File: config.mk
export PLATFORM = sky130hd
export DESIGN_NAME = serial_subtractor_flat
export DESIGN_NICKNAME = d
export VERILOG_FILES = /design/src/rtl/serial_subtractor_if.sv /design/src/rtl/serial_subtractor.sv /design/src/flat_wrapper.sv
export SDC_FILE = /design/constraint.sdc
export NUM_CORES = 1
export LEC_CHECK = 0
export CORE_UTILIZATION = 42
export CTS_BUF_LIST = sky130_fd_sc_hd__clkbuf_8 sky130_fd_sc_hd__clkbuf_16
export CTS_CLUSTER_DIAMETER = 100
export CTS_CLUSTER_SIZE = 8
export DETAILED_ROUTE_END_ITERATION = 8
export PLACE_DENSITY = 0.77
export SLEW_MARGIN = 0
export SYNTH_ARGS = -nofsm -noshare
export SYNTH_HDL_FRONTEND = slang
export SYNTH_SLANG_ARGS = --single-unit
File: constraint.sdc
create_clock -name clk -period 1.9 [get_ports clk]
set_input_delay 0.57 -clock clk [delete_from_list [all_inputs] [get_ports clk]]
set_output_delay 0.57 -clock clk [all_outputs]
set_load 0.03 [all_outputs]
File: src/rtl/serial_subtractor_if.sv
`default_nettype none
// ============================================================================
// Module      : serial_subtractor_if
// Description : Start/done handshake and operand/result bundle for the
//               serial subtractor.
//               master : controller side (drives start, a, b, bin)
//               slave  : subtractor side (drives busy, done, diff, bout, ovf)
//               Signal ovf exists only when SUB_OVF_EN is defined.
// Revision    : 1.0 - initial release
// ============================================================================
interface serial_subtractor_if #(
    parameter int WIDTH = 8
);
    logic             start;
    logic [WIDTH-1:0] a;
    logic [WIDTH-1:0] b;
    logic             bin;
    logic             busy;
    logic             done;
    logic [WIDTH-1:0] diff;
    logic             bout;
`ifdef SUB_OVF_EN
    logic             ovf;

    modport master (
        output start, a, b, bin,
        input  busy, done, diff, bout, ovf
    );

    modport slave (
        input  start, a, b, bin,
        output busy, done, diff, bout, ovf
    );
`else
    modport master (
        output start, a, b, bin,
        input  busy, done, diff, bout
    );

    modport slave (
        input  start, a, b, bin,
        output busy, done, diff, bout
    );
`endif
endinterface
`default_nettype wire

File: src/rtl/serial_subtractor.sv
`default_nettype none
// ============================================================================
// Module      : serial_subtractor
// Description : Multi-cycle WIDTH-bit subtractor, diff = a - b - bin, working
//               DIGIT bits per clock LSB first through a registered borrow.
//               Takes WIDTH/DIGIT RUN cycles after the accepting edge.
// Ports       : clk    - rising-edge clock
//               rst_n  - asynchronous active-low reset
//               bus    - serial_subtractor_if.slave
//                        start/a/b/bin in, busy/done/diff/bout(/ovf) out
// Options     : SUB_OVF_EN - adds registered signed-overflow flag bus.ovf
// Parameters  : WIDTH >= 2, DIGIT >= 1 and must divide WIDTH
// Revision    : 1.0 - initial release
// ============================================================================
module serial_subtractor #(
    parameter int WIDTH = 8,
    parameter int DIGIT = 1
) (
    input wire                 clk,
    input wire                 rst_n,
    serial_subtractor_if.slave bus
);

    localparam int c_STEPS = WIDTH / DIGIT;
    // A single-step configuration still needs a 1-bit counter.
    localparam int c_CNT_W = (c_STEPS > 1) ? $clog2(c_STEPS) : 1;
    localparam logic [c_CNT_W-1:0] c_LAST = c_CNT_W'(c_STEPS - 1);

    typedef enum logic [1:0] {
        S_IDLE = 2'b00,
        S_RUN  = 2'b01,
        S_DONE = 2'b10
    } state_t;

    state_t             r_state;
    state_t             w_state_next;

    logic [WIDTH-1:0]   r_a;
    logic [WIDTH-1:0]   r_b;
    logic               r_br;
    logic [c_CNT_W-1:0] r_cnt;
    logic [WIDTH-1:0]   r_diff;
    logic               r_bout;

    logic [DIGIT-1:0]   w_d;
    logic               w_br_chain;
    logic               w_br_out;
    logic               w_last;
    logic [WIDTH-1:0]   w_diff_next;

`ifdef SUB_OVF_EN
    logic               r_ovf;
    logic               w_br_msb_in;
`endif

    assign w_last = (r_cnt == c_LAST);

    // ------------------------------------------------------------------
    // DIGIT full-subtractor cells, rippling the borrow from bit 0 upward.
    // ------------------------------------------------------------------
    always_comb begin
        w_d        = '0;
        w_br_chain = r_br;
`ifdef SUB_OVF_EN
        w_br_msb_in = r_br;
`endif
        for (int i = 0; i < DIGIT; i++) begin
`ifdef SUB_OVF_EN
            // The last iteration leaves the borrow entering the top cell;
            // on the final step that cell is the operand MSB.
            w_br_msb_in = w_br_chain;
`endif
            w_d[i]     = r_a[i] ^ r_b[i] ^ w_br_chain;
            w_br_chain = (~r_a[i] & r_b[i]) | (~(r_a[i] ^ r_b[i]) & w_br_chain);
        end
        w_br_out = w_br_chain;
    end

    // New digit enters from the MSB side; after c_STEPS shifts the first
    // digit computed lands in the least significant position.
    assign w_diff_next = (r_diff >> DIGIT) | (WIDTH'(w_d) << (WIDTH - DIGIT));

    // ------------------------------------------------------------------
    // FSM
    // ------------------------------------------------------------------
    always_ff @(posedge clk or negedge rst_n) begin
        if (!rst_n) begin
            r_state <= S_IDLE;
        end else begin
            r_state <= w_state_next;
        end
    end

    always_comb begin
        w_state_next = r_state;
        case (r_state)
            S_IDLE:  if (bus.start) w_state_next = S_RUN;
            S_RUN:   if (w_last)    w_state_next = S_DONE;
            S_DONE:  w_state_next = S_IDLE;
            default: w_state_next = S_IDLE;
        endcase
    end

    // ------------------------------------------------------------------
    // Datapath
    // ------------------------------------------------------------------
    always_ff @(posedge clk or negedge rst_n) begin
        if (!rst_n) begin
            r_a    <= '0;
            r_b    <= '0;
            r_br   <= 1'b0;
            r_cnt  <= '0;
            r_diff <= '0;
            r_bout <= 1'b0;
`ifdef SUB_OVF_EN
            r_ovf  <= 1'b0;
`endif
        end else begin
            case (r_state)
                S_IDLE: begin
                    if (bus.start) begin
                        r_a    <= bus.a;
                        r_b    <= bus.b;
                        r_br   <= bus.bin;
                        r_cnt  <= '0;
                        r_diff <= '0;
                        r_bout <= 1'b0;
`ifdef SUB_OVF_EN
                        r_ovf  <= 1'b0;
`endif
                    end
                end
                S_RUN: begin
                    r_a    <= r_a >> DIGIT;
                    r_b    <= r_b >> DIGIT;
                    r_br   <= w_br_out;
                    r_diff <= w_diff_next;
                    if (w_last) begin
                        r_bout <= w_br_out;
`ifdef SUB_OVF_EN
                        r_ovf  <= w_br_msb_in ^ w_br_out;
`endif
                    end else begin
                        // Held at the last step so the counter never wraps.
                        r_cnt <= r_cnt + c_CNT_W'(1);
                    end
                end
                default: ;
            endcase
        end
    end

    assign bus.busy = (r_state == S_RUN);
    assign bus.done = (r_state == S_DONE);
    assign bus.diff = r_diff;
    assign bus.bout = r_bout;
`ifdef SUB_OVF_EN
    assign bus.ovf  = r_ovf;
`endif

endmodule
`default_nettype wire

File: src/flat_wrapper.sv
// flat-port wrapper written by rule: the top's interface ports become plain ports
module serial_subtractor_flat 
#(
    parameter int WIDTH = 8,
    parameter int DIGIT = 1
)
  (clk, rst_n, bus_start, bus_a, bus_b, bus_bin, bus_busy, bus_done, bus_diff, bus_bout);
  serial_subtractor_if #(.WIDTH(WIDTH)) bus_i ();
  input wire clk;
  input wire rst_n;
  input wire logic [$bits(bus_i.start)-1:0] bus_start;
  input wire logic [$bits(bus_i.a)-1:0] bus_a;
  input wire logic [$bits(bus_i.b)-1:0] bus_b;
  input wire logic [$bits(bus_i.bin)-1:0] bus_bin;
  output wire logic [$bits(bus_i.busy)-1:0] bus_busy;
  output wire logic [$bits(bus_i.done)-1:0] bus_done;
  output wire logic [$bits(bus_i.diff)-1:0] bus_diff;
  output wire logic [$bits(bus_i.bout)-1:0] bus_bout;
  assign bus_i.start = bus_start;
  assign bus_i.a = bus_a;
  assign bus_i.b = bus_b;
  assign bus_i.bin = bus_bin;
  assign bus_busy = bus_i.busy;
  assign bus_done = bus_i.done;
  assign bus_diff = bus_i.diff;
  assign bus_bout = bus_i.bout;
  serial_subtractor #(.WIDTH(WIDTH), .DIGIT(DIGIT)) u_core (.clk(clk), .rst_n(rst_n), .bus(bus_i));
endmodule
==> summary.md <==
| Metric | Value |
|---|---|
| Status | `complete, no violations` |
| Die Y-Extent | `~61 um` |
| Worst reg-to-reg path cell count | `5` |
| Hold Path Cell Cnt | `1` |
| Tcrit/Tclk final | `around 94%` |
| Total global-route track usage | `18.8%` |
| Row count | `21` |
| Final WL | `about 3000 um` |
| First-pass DRT Iterations | `4` |
| Port Buffers | `30` |
| Ports | `31` |
| Largest net degree at the start of global routing | `32` |
| Die ar. | `approximately 0.0037 sq mm` |
| P&R area growth vs syn | `30.2%` |
| CP max stage delay | `~0.53 ns` |
| Synthesized cell area | `between 0.001 and 0.0015 sq mm` |
| Routed Antenna Nets | `0` |
| CP max-delay cell | `dfrtp_1` |
| Grt ovf | `0` |
| Hold_ws | `about 0.5 ns` |
| Arrival time at the worst endpoint | `1.22 ns` |
| H-tree levels | `2` |
| Ys Warns | `0` |
| RD Place Congestion | `about 0.81` |
| Clock Power Share | `around 16%` |
| DRT iter0 DRCs | `57` |
| Crit start category | `flip-flop` |
| Final setup viols | `0` |
| Final setup TNS | `0 ns` |
| WS Path Type | `reg2out` |
| Layout Cells excl Fill | `approximately 220` |
| WP data required | `around 1.3 ns` |
| DR DRC count | `0` |
| Clk sink count | `31` |
| Sw Ratio | `between 30% and 40%` |
| CTS buffer count | `5` |
| Combinational Power Share | `45.0%` |
| Clock latency on the worst-skew pair | `around 0.28 ns` |
| Register clock-pin slew on the reported worst setup and hold paths | `around 0.06 ns` |
| Pwr Density | `between 1500 and 2000 mW/mm^2` |
| Pint | `about 1.9 mW` |
| # nets final | `195` |
| Clock Path Buffers | `2` |
| Initial antenna violation count | `0` |
| Leak | `roughly 0.9 nW` |
| Synthesized flop and latch total | `31` |
| Vias in the first global route | `~1100` |
| DP Cell Count | `211` |
| Root Driver | `clkbuf_8` |
| RSZ-0062 raised after global routing | `no` |
| Min-Delay Path Class | `reg2reg` |
| Setup ws final | `0.106 ns` |
| Final Hold Fails | `0` |
| Worst-path fanout max | `10` |
| Synthesized area per cell | `~11 sq um` |
| Post-DR vias/cell | `5.41` |
| Dpl ws | `0.0786 ns` |
| Seq pwr share | `39.2%` |
| Tmin final | `roughly 1.8 ns` |
| TritonCTS clock tree | `built` |
| Critical Path End Type | `output port` |
| Slew Limit Fails | `0` |
| Chip Width | `between 60 and 70 um` |
| Starting utilization of the core area | `a little over two fifths` |
| Clk_skew | `~0.0058 ns` |
| Sw power | `~1.1 mW` |
| Crit-path cells | `nor2b_2 > buf_4` |
| Count of cell types in the netlist | `25` |
| DP Wirelength | `2110 um` |
| Register area share after synthesis | `53.3%` |
| Via total after detailed routing | `~1200` |
| MaxCap Viol Count | `0` |
| Max IR drop VDD | `0.582 mV` |
| Cells after synthesis | `about 140` |
| Synth Net Count | `between 150 and 200` |
| Diodes inserted | `0` |
| Share of cells above drive strength 1 | `between 10% and 20%` |
| Worst-Margin Slew | `0.393 ns` |
| Slew headroom | `73.8%` |
| First-pass GRT wire length | `about 5000 um` |
| Final Core Density | `between 50% and 60%` |
| Core area | `roughly 0.0033 sq mm` |
| Wire per inst | `13.6 um` |
| F_max | `around 560 MHz` |
[power groups by stage]
stage / clock (mW) / combinational [mW] / sequential (mW)
finish: 0.475 / 1.36 / 1.18
global route: 0.517 / 1.52 / 1.22
CTS: 0.492 / 1.38 / 1.18
detailed placement: 0 / 1.42 / 1.19
global placement: 0 / 1.36 / 1.18
floorplan: 0 / 0.828 / 1.31
[cell usage in the layout, fill, tap and decap left out, types with 2 or more instances in the layout]
cell	Yosys	routed
a221o_1	2	2
a22o_1	16	16
buf_4	3	10
clkbuf_8	0	5
clkdlybuf4s50_1	0	19
dfrtp_1	31	31
dlygate4sd2_1	0	6
dlymetal6s2s_1	0	3
ha_1	2	2
inv_1	3	5
nand2_1	3	3
nand2b_1	5	5
nor2_1	15	15
nor3_1	25	25
nor3b_1	12	12
o21ai_0	2	2
[per-stage QoR]
step	cell area (sq um)	power, mW
finish	1890	3.01
global route	1890	3.26
CTS	1890	3.05
detailed placement	1810	2.61
global placement	1810	2.54
floorplan	1460	2.14
[cells by family after synthesis]
| logic type | synth area share (%) |
|---|---|
| compound gates | 14.7 |
| buf+inv | 4.56 |
| mux | 0.774 |
| simple gates | 23.6 |
| fa+ha+maj | 3.10 |
| flops | 53.3 |
[cell usage after synthesis]
library cell / instances / area [sq um]
inv_1: 3 / 11.3
nor2b_1: 1 / 6.26
clkbuf_1: 2 / 7.51
and2_1: 1 / 6.26
nand3b_1: 1 / 7.51
o211ai_1: 1 / 7.51
o21bai_1: 1 / 7.51
mux2_2: 1 / 11.3
o21ba_4: 1 / 16.3
buf_4: 3 / 22.5
o21ai_0: 2 / 10.0
nor2b_2: 1 / 8.76
nand2b_1: 5 / 31.3
buf_2: 5 / 25.0
nor3b_1: 12 / 90.1
a22o_1: 16 / 140
a21oi_1: 1 / 5.00
fa_1: 1 / 20.0
nor2_1: 15 / 56.3
dfrtp_1: 31 / 776
ha_1: 2 / 25.0
a221o_1: 2 / 20.0
nor3_1: 25 / 125
nand2_1: 3 / 11.3
a211oi_1: 1 / 7.51
[worst max-delay path: cells and delay by family, from the launching register on]
| kind | cells | cell delay [ns] |
|---|---|---|
| flops | 1 | 0.53 |
| simple gates | 1 | 0.24 |
| buf+inv | 1 | 0.17 |
[path summary, 6_finish.rpt]
check                                          end  slack (ns)                from
worst max-delay path                      bus_busy        0.11   u_core.r_state[0]
worst min-delay path            u_core.bus.diff[0]        0.52  u_core.bus.diff[0]
worst max register to register     u_core.r_cnt[0]        0.41     u_core.r_cnt[0]
worst min register to register  u_core.bus.diff[0]        0.52  u_core.bus.diff[0]
max in group asynchronous       u_core.bus.diff[5]        0.94               rst_n
min in group asynchronous       u_core.bus.diff[6]        0.67               rst_n
[timing repair]
action / in CTS / in global routing
endpoints found under the setup margin: 6 / 3
resized for setup: 6 / 3
hold buffers: 0 / 0
buffers inserted: 0 / 0
[sequential cells by signal, indices dropped and copies added (netlist names)]
name,cells
u_core.r_br,1
u_core.r_state,2
u_core.bus.diff,8
u_core.bus.bout,1
u_core.r_a,8
u_core.r_cnt,3
u_core.r_b,8
[layer usage]
| metal | vias to the layer above | wire length [um] | global-route usage [%] |
|---|---|---|---|
| li1 | 561 | - | - |
| met1 | 585 | 1280 | 22.4 |
| met2 | 33 | 1480 | 30.3 |
| met3 | 5 | 165 | 6.18 |
| met4 | 0 | 54 | 10.1 |
| met5 | - | 0 | 0 |
[layout make-up]
| cell class | instances | area, sq um |
|---|---|---|
| inverters | 3 | 11.3 |
| clock inverters | 3 | 12.5 |
| flip-flops and latches | 31 | 776 |
| fillers | 320 | 1440 |
| repair buffers | 38 | 355 |
| clock buffers | 5 | 68.8 |
| well taps | 46 | 57.6 |
| multi-input cells | 93 | 613 |
(Power assumes the default switching activity.)
==> patch 1, RTL diff (same flow settings) <==
`WIDTH` is set to 8 in 3 places; all go to 16.
--- a/src/rtl/serial_subtractor_if.sv
+++ b/src/rtl/serial_subtractor_if.sv
@@ -9,7 +9,7 @@
 // Revision    : 1.0 - initial release
 // ============================================================================
 interface serial_subtractor_if #(
-    parameter int WIDTH = 8
+    parameter int WIDTH = 16
 );
     logic             start;
     logic [WIDTH-1:0] a;
--- a/src/rtl/serial_subtractor.sv
+++ b/src/rtl/serial_subtractor.sv
@@ -13,7 +13,7 @@
 // Revision    : 1.0 - initial release
 // ============================================================================
 module serial_subtractor #(
-    parameter int WIDTH = 8,
+    parameter int WIDTH = 16,
     parameter int DIGIT = 1
 ) (
     input wire                 clk,
--- a/src/flat_wrapper.sv
+++ b/src/flat_wrapper.sv
@@ -1,7 +1,7 @@
 // flat-port wrapper written by rule: the top's interface ports become plain ports
 module serial_subtractor_flat 
 #(
-    parameter int WIDTH = 8,
+    parameter int WIDTH = 16,
     parameter int DIGIT = 1
 )
   (clk, rst_n, bus_start, bus_a, bus_b, bus_bin, bus_busy, bus_done, bus_diff, bus_bout);
Ports: changed (resized bus_a, bus_b and bus_diff); port bits go from 31 to 55. No check against the original RTL was run, so the function may have changed too.
==> patch 1 against the unedited design <==
  * Final area up 67%
  * Routed wire length up 58%
  * Total power up 79%
  * Clock skew up 0.0066 ns
  * Area after synthesis up 73%
  * Sequential cell count up 25
  * Maximum frequency down 0.92%
  * Combinational power up 93%
  * Worst setup slack worse by 0.017 ns
  * Clock power up 43%
  * Critical path depth up 1
  * Critical endpoint is now bus_done
==> patch 1: results (changes against the unedited design) <==
Outcome: finished clean
Sequential share of the synthesized area: 0.556 (+0.0225)
Final Wtd Congestion: 0.784 (-3.5%)
Via density: 5.13 (-5.2%)
Fin nets: 308 (+58%)
Share of layout cells above drive strength 1: 0.0996 (-0.0102)
Skew-Pair Late Insertion Delay: 0.32 ns (+0.04 ns)
Met1 usage: 0.220 (-0.00373)
Crit Reg-Reg Endpoint: u_core.bus.bout
FF-to-FF setup slack: 0.29 ns (-0.12 ns)
Synth unique cells: 29 (+16%)
Maximum vdd ir drop: 0.862 mV (+48%)
Post-DP Area: 0.00310 sq mm (+71%)
Worst Tran Pin Value: 0.423 ns (+0.0307 ns)
CP endpoint: bus_done
Vias in the first global route: 1,787 (+65%)
R2r worst-path depth: 4 (-1)
Wl on met1: 2280 um (+78%)
Leakage: 1.56 nW (+74%)
Tot GR Track Use: 0.168 (-0.0203)
Psw: 2.18 mW (+90%)
Sequential share of power: 0.389 (-0.003)
Largest net degree at the start of global routing: 35 (+9.4%)
Combinational power share: 0.486 (+0.036)
Wire length on met3: 208 um (+26%)
Met2 usage: 0.277 (-0.0261)
Critical Path AT: 1.24 ns (+0.02 ns)
M3 GR Usage: 0.0320 (-0.0298)
Clk pin slew, worst setup/hold paths: 0.10 ns (+0.04 ns)
Top post-synthesis cells by area: dfrtp_1, mux2i_1, a22o_1, nand2_1, o21ai_1
Synth top cells by count: dfrtp_1, nand2_1, mux2i_1, a22o_1, o21ai_1
First-pass GRT wire length: 8180 um (+66%)
Worst-case clock skew: 0.0123 ns (+0.00657 ns)
Crit Path Max Fanout: 9 (-1)
WL met2: 2160 um (+46%)
Critical path's largest stage delay: 0.44 ns (-0.09 ns)
Worst hold path type: in -> async
[patch 1: kinds of logic after synthesis]
logic type,Yosys count,share of synthesized area
compound gates,60,0.158
fa+ha+maj,2,0.0129
buf+inv,20,0.0645
flops,56,0.556
mux,33,0.132
simple gates,44,0.0764
[patch 1: repair_timing]
item / CTS / global route
setup endpoints to repair: 17 / 0
hold buffers: 0 / 0
setup buffers: 0 / 0
resized for setup: 17 / 0
[patch 1: final cells by class]
type	instances	share of cell area
Timing Repair Buffer	64	0.188
Inverter	4	0.00552
Tap cell	72	0.0284
Multi-Input combinational cell	139	0.306
Clock buffer	5	0.0217
Clock inverter	3	0.00829
Sequential cell	56	0.442
[patch 1: through the flow]
step,setup slack (ns),util,power [mW],hold WS (ns),std cells
final,0.0894,0.562,5.39,0.227,343
after global routing,0.0235,0.562,5.82,0.245,343
after CTS,0.0780,0.562,5.45,0.236,343
after detailed placement,0.0549,0.549,4.88,0.470,335
after global placement,0.0831,0.549,4.77,0.461,335
after floorplan,0.354,-,4.22,0.274,215
==> patch 2, RTL diff (config.mk and constraints unchanged) <==
Made on the original files. Make the reset (`rst_n`) synchronous in 2 clocked blocks. Comments in the files are not updated.
--- a/src/rtl/serial_subtractor.sv
+++ b/src/rtl/serial_subtractor.sv
@@ -83,7 +83,7 @@
     // ------------------------------------------------------------------
     // FSM
     // ------------------------------------------------------------------
-    always_ff @(posedge clk or negedge rst_n) begin
+    always_ff @(posedge clk) begin
         if (!rst_n) begin
             r_state <= S_IDLE;
         end else begin
@@ -104,7 +104,7 @@
     // ------------------------------------------------------------------
     // Datapath
     // ------------------------------------------------------------------
-    always_ff @(posedge clk or negedge rst_n) begin
+    always_ff @(posedge clk) begin
         if (!rst_n) begin
             r_a    <= '0;
             r_b    <= '0;
Check against the original RTL: differs if rst_n is asserted again (counterexample within 4 cycles, from zero or initial values and one cycle with rst_n low); with rst_n held inactive, the same outputs for 10 cycles.
==> patch 2 against the unedited design <==
  * Maximum frequency is 2.6% lower
  * Area after synthesis is 2.5% lower
  * Final area is 1.5% lower
  * Worst setup slack worse by 0.048 ns
  * Register-to-register slack worse by 0.03 ns
  * Clock skew is 0.0040 ns lower
  * Critical path depth is 1 lower
  * Via count is 7.9% lower
  * Sequential cell count stayed put
  * Routed wire length is 10% lower
  * Critical path type unchanged
  * Critical endpoint is now bus_diff[0]
  * Largest cell class is now multi-input gates
  * Highest routed layer unchanged
Power is not compared: it rests on default switching activity, and its combinational part moved more than twofold at a synthesized area within 25%.
==> patch 2: results (changes against the unedited design) <==
Slew HR: 0.786 (+0.0474)
Share of layout cells above drive strength 1: 0.105 (-0.00518)
DRT Wirelength: 2670 um (-10%)
Final hold slack: 0.495 ns (-0.0206 ns)
Post-CTS Setup Repair Bufs: 0 (unchanged)
Critical path's largest stage delay: 0.67 ns (+0.14 ns)
Placed wire-length estimate: 2040 um (-3.6%)
Sequential share of the synthesized area: 0.437 (-0.0957)
Post-Syn Nets: 158 (-1.3%)
Critical Path AT: 1.27 ns (+0.05 ns)
Worst hold path type: reg -> reg
Vias in the first global route: 1,021 (-6.0%)
Worst path slowest cell: clkdlybuf4s50_1
Placement Setup Slack: 0.0395 ns (-0.0392 ns)
Skew-Pair Late Insertion Delay: 0.28 ns (about the same)
Inst Count DP: 208 (-1.4%)
Worst-case clock skew: 0.00174 ns (-0.00402 ns)
Port Buffers: 30 (unchanged)
Outcome: finished clean
Initial DRC count: 42 (-26%)
Post-Syn Instances: 135 (-1.5%)
Largest net degree at the start of global routing: 24 (-25%)
Synth top cells by count: dfxtp_1, nand2_1, mux2i_1, nor2b_1, o211a_1
Tot GR Track Use: 0.167 (-0.0209)
Fmax: 0.543 GHz (-2.6%)
First-pass GRT wire length: 4350 um (-12%)
Initial antenna violation count: 0 (unchanged)
Fin nets: 194 (-0.51%)
Crit Path Max Fanout: 2 (-8)
Non-filler instance count after layout: 216 (-1.4%)
Post-synth ARST share: 0 (-1.00)
H-tree levels: 2 (unchanged)
Final Wtd Congestion: 0.761 (-6.3%)
CTS max path bufs: 2 (unchanged)
Top post-synthesis cells by area: dfxtp_1, mux2i_1, o211a_1, nor2b_1, a22oi_1
Synth unique cells: 29 (+16%)
Synth warnings: 0 (unchanged)
FF-to-FF setup slack: 0.38 ns (-0.03 ns)
Via count: 1,090 (-7.9%)
CP delay by family, top: buffers and inverters
Post-DP Area: 0.00174 sq mm (-3.8%)
==> patch 2: repair_timing <==
action	4_1_cts	5_1_grt
endpoints found under the setup margin	1	9
hold buffers	0	0
gates resized for setup	1	9
==> patch 2: layout make-up <==
class,count,area [sq um]
Sequential cell,31,621
Timing Repair Buffer,39,388
Fill cell,274,1260
Clock buffer,7,96.3
Multi-Input combinational cell,91,692
Inverter,3,11.3
Tap cell,44,55.1
Clock inverter,1,3.75
==> patch 2: final timing paths <==
check                     start               to  depth (start not counted)
min reg2reg     u_core.bus.bout  u_core.bus.bout                          2
max reg2reg     u_core.r_cnt[0]  u_core.r_cnt[2]                          5
min             u_core.bus.bout  u_core.bus.bout                          2
max          u_core.bus.diff[0]      bus_diff[0]                          1
==> patch 2: where the power goes <==
group          switching [mW]  total, mW  leakage, nW  internal, mW
sequential             0.0208      0.711        0.254         0.690
clock                   0.229      0.553       0.0557         0.325
combinational           0.108      0.235        0.683         0.127
==> patch 2: cell families after synthesis <==
group / after synthesis / share of synthesized area
multiplexers: 14 / 0.0988
AND/OR/NAND/NOR: 41 / 0.150
AO/OA/AOI/OAI: 33 / 0.207
buffers and inverters: 13 / 0.0750
flip-flops: 31 / 0.437
adder cells (fa/ha/maj): 3 / 0.0317
==> patch 2: layer usage <==
metal | wire [um] | GRT usage
met4 | 30 | 0.0598
met2 | 1350 | 0.301
met3 | 139 | 0.0649
met1 | 1150 | 0.174
met5 | 0 | 0
==> patch 2: tightest hold or removal path, delay by kind of cell, from the launching register on <==
kind             cells  cell delay (ns)
AO/OA/AOI/OAI        1             0.06
flip-flops           1             0.33
AND/OR/NAND/NOR      1             0.05
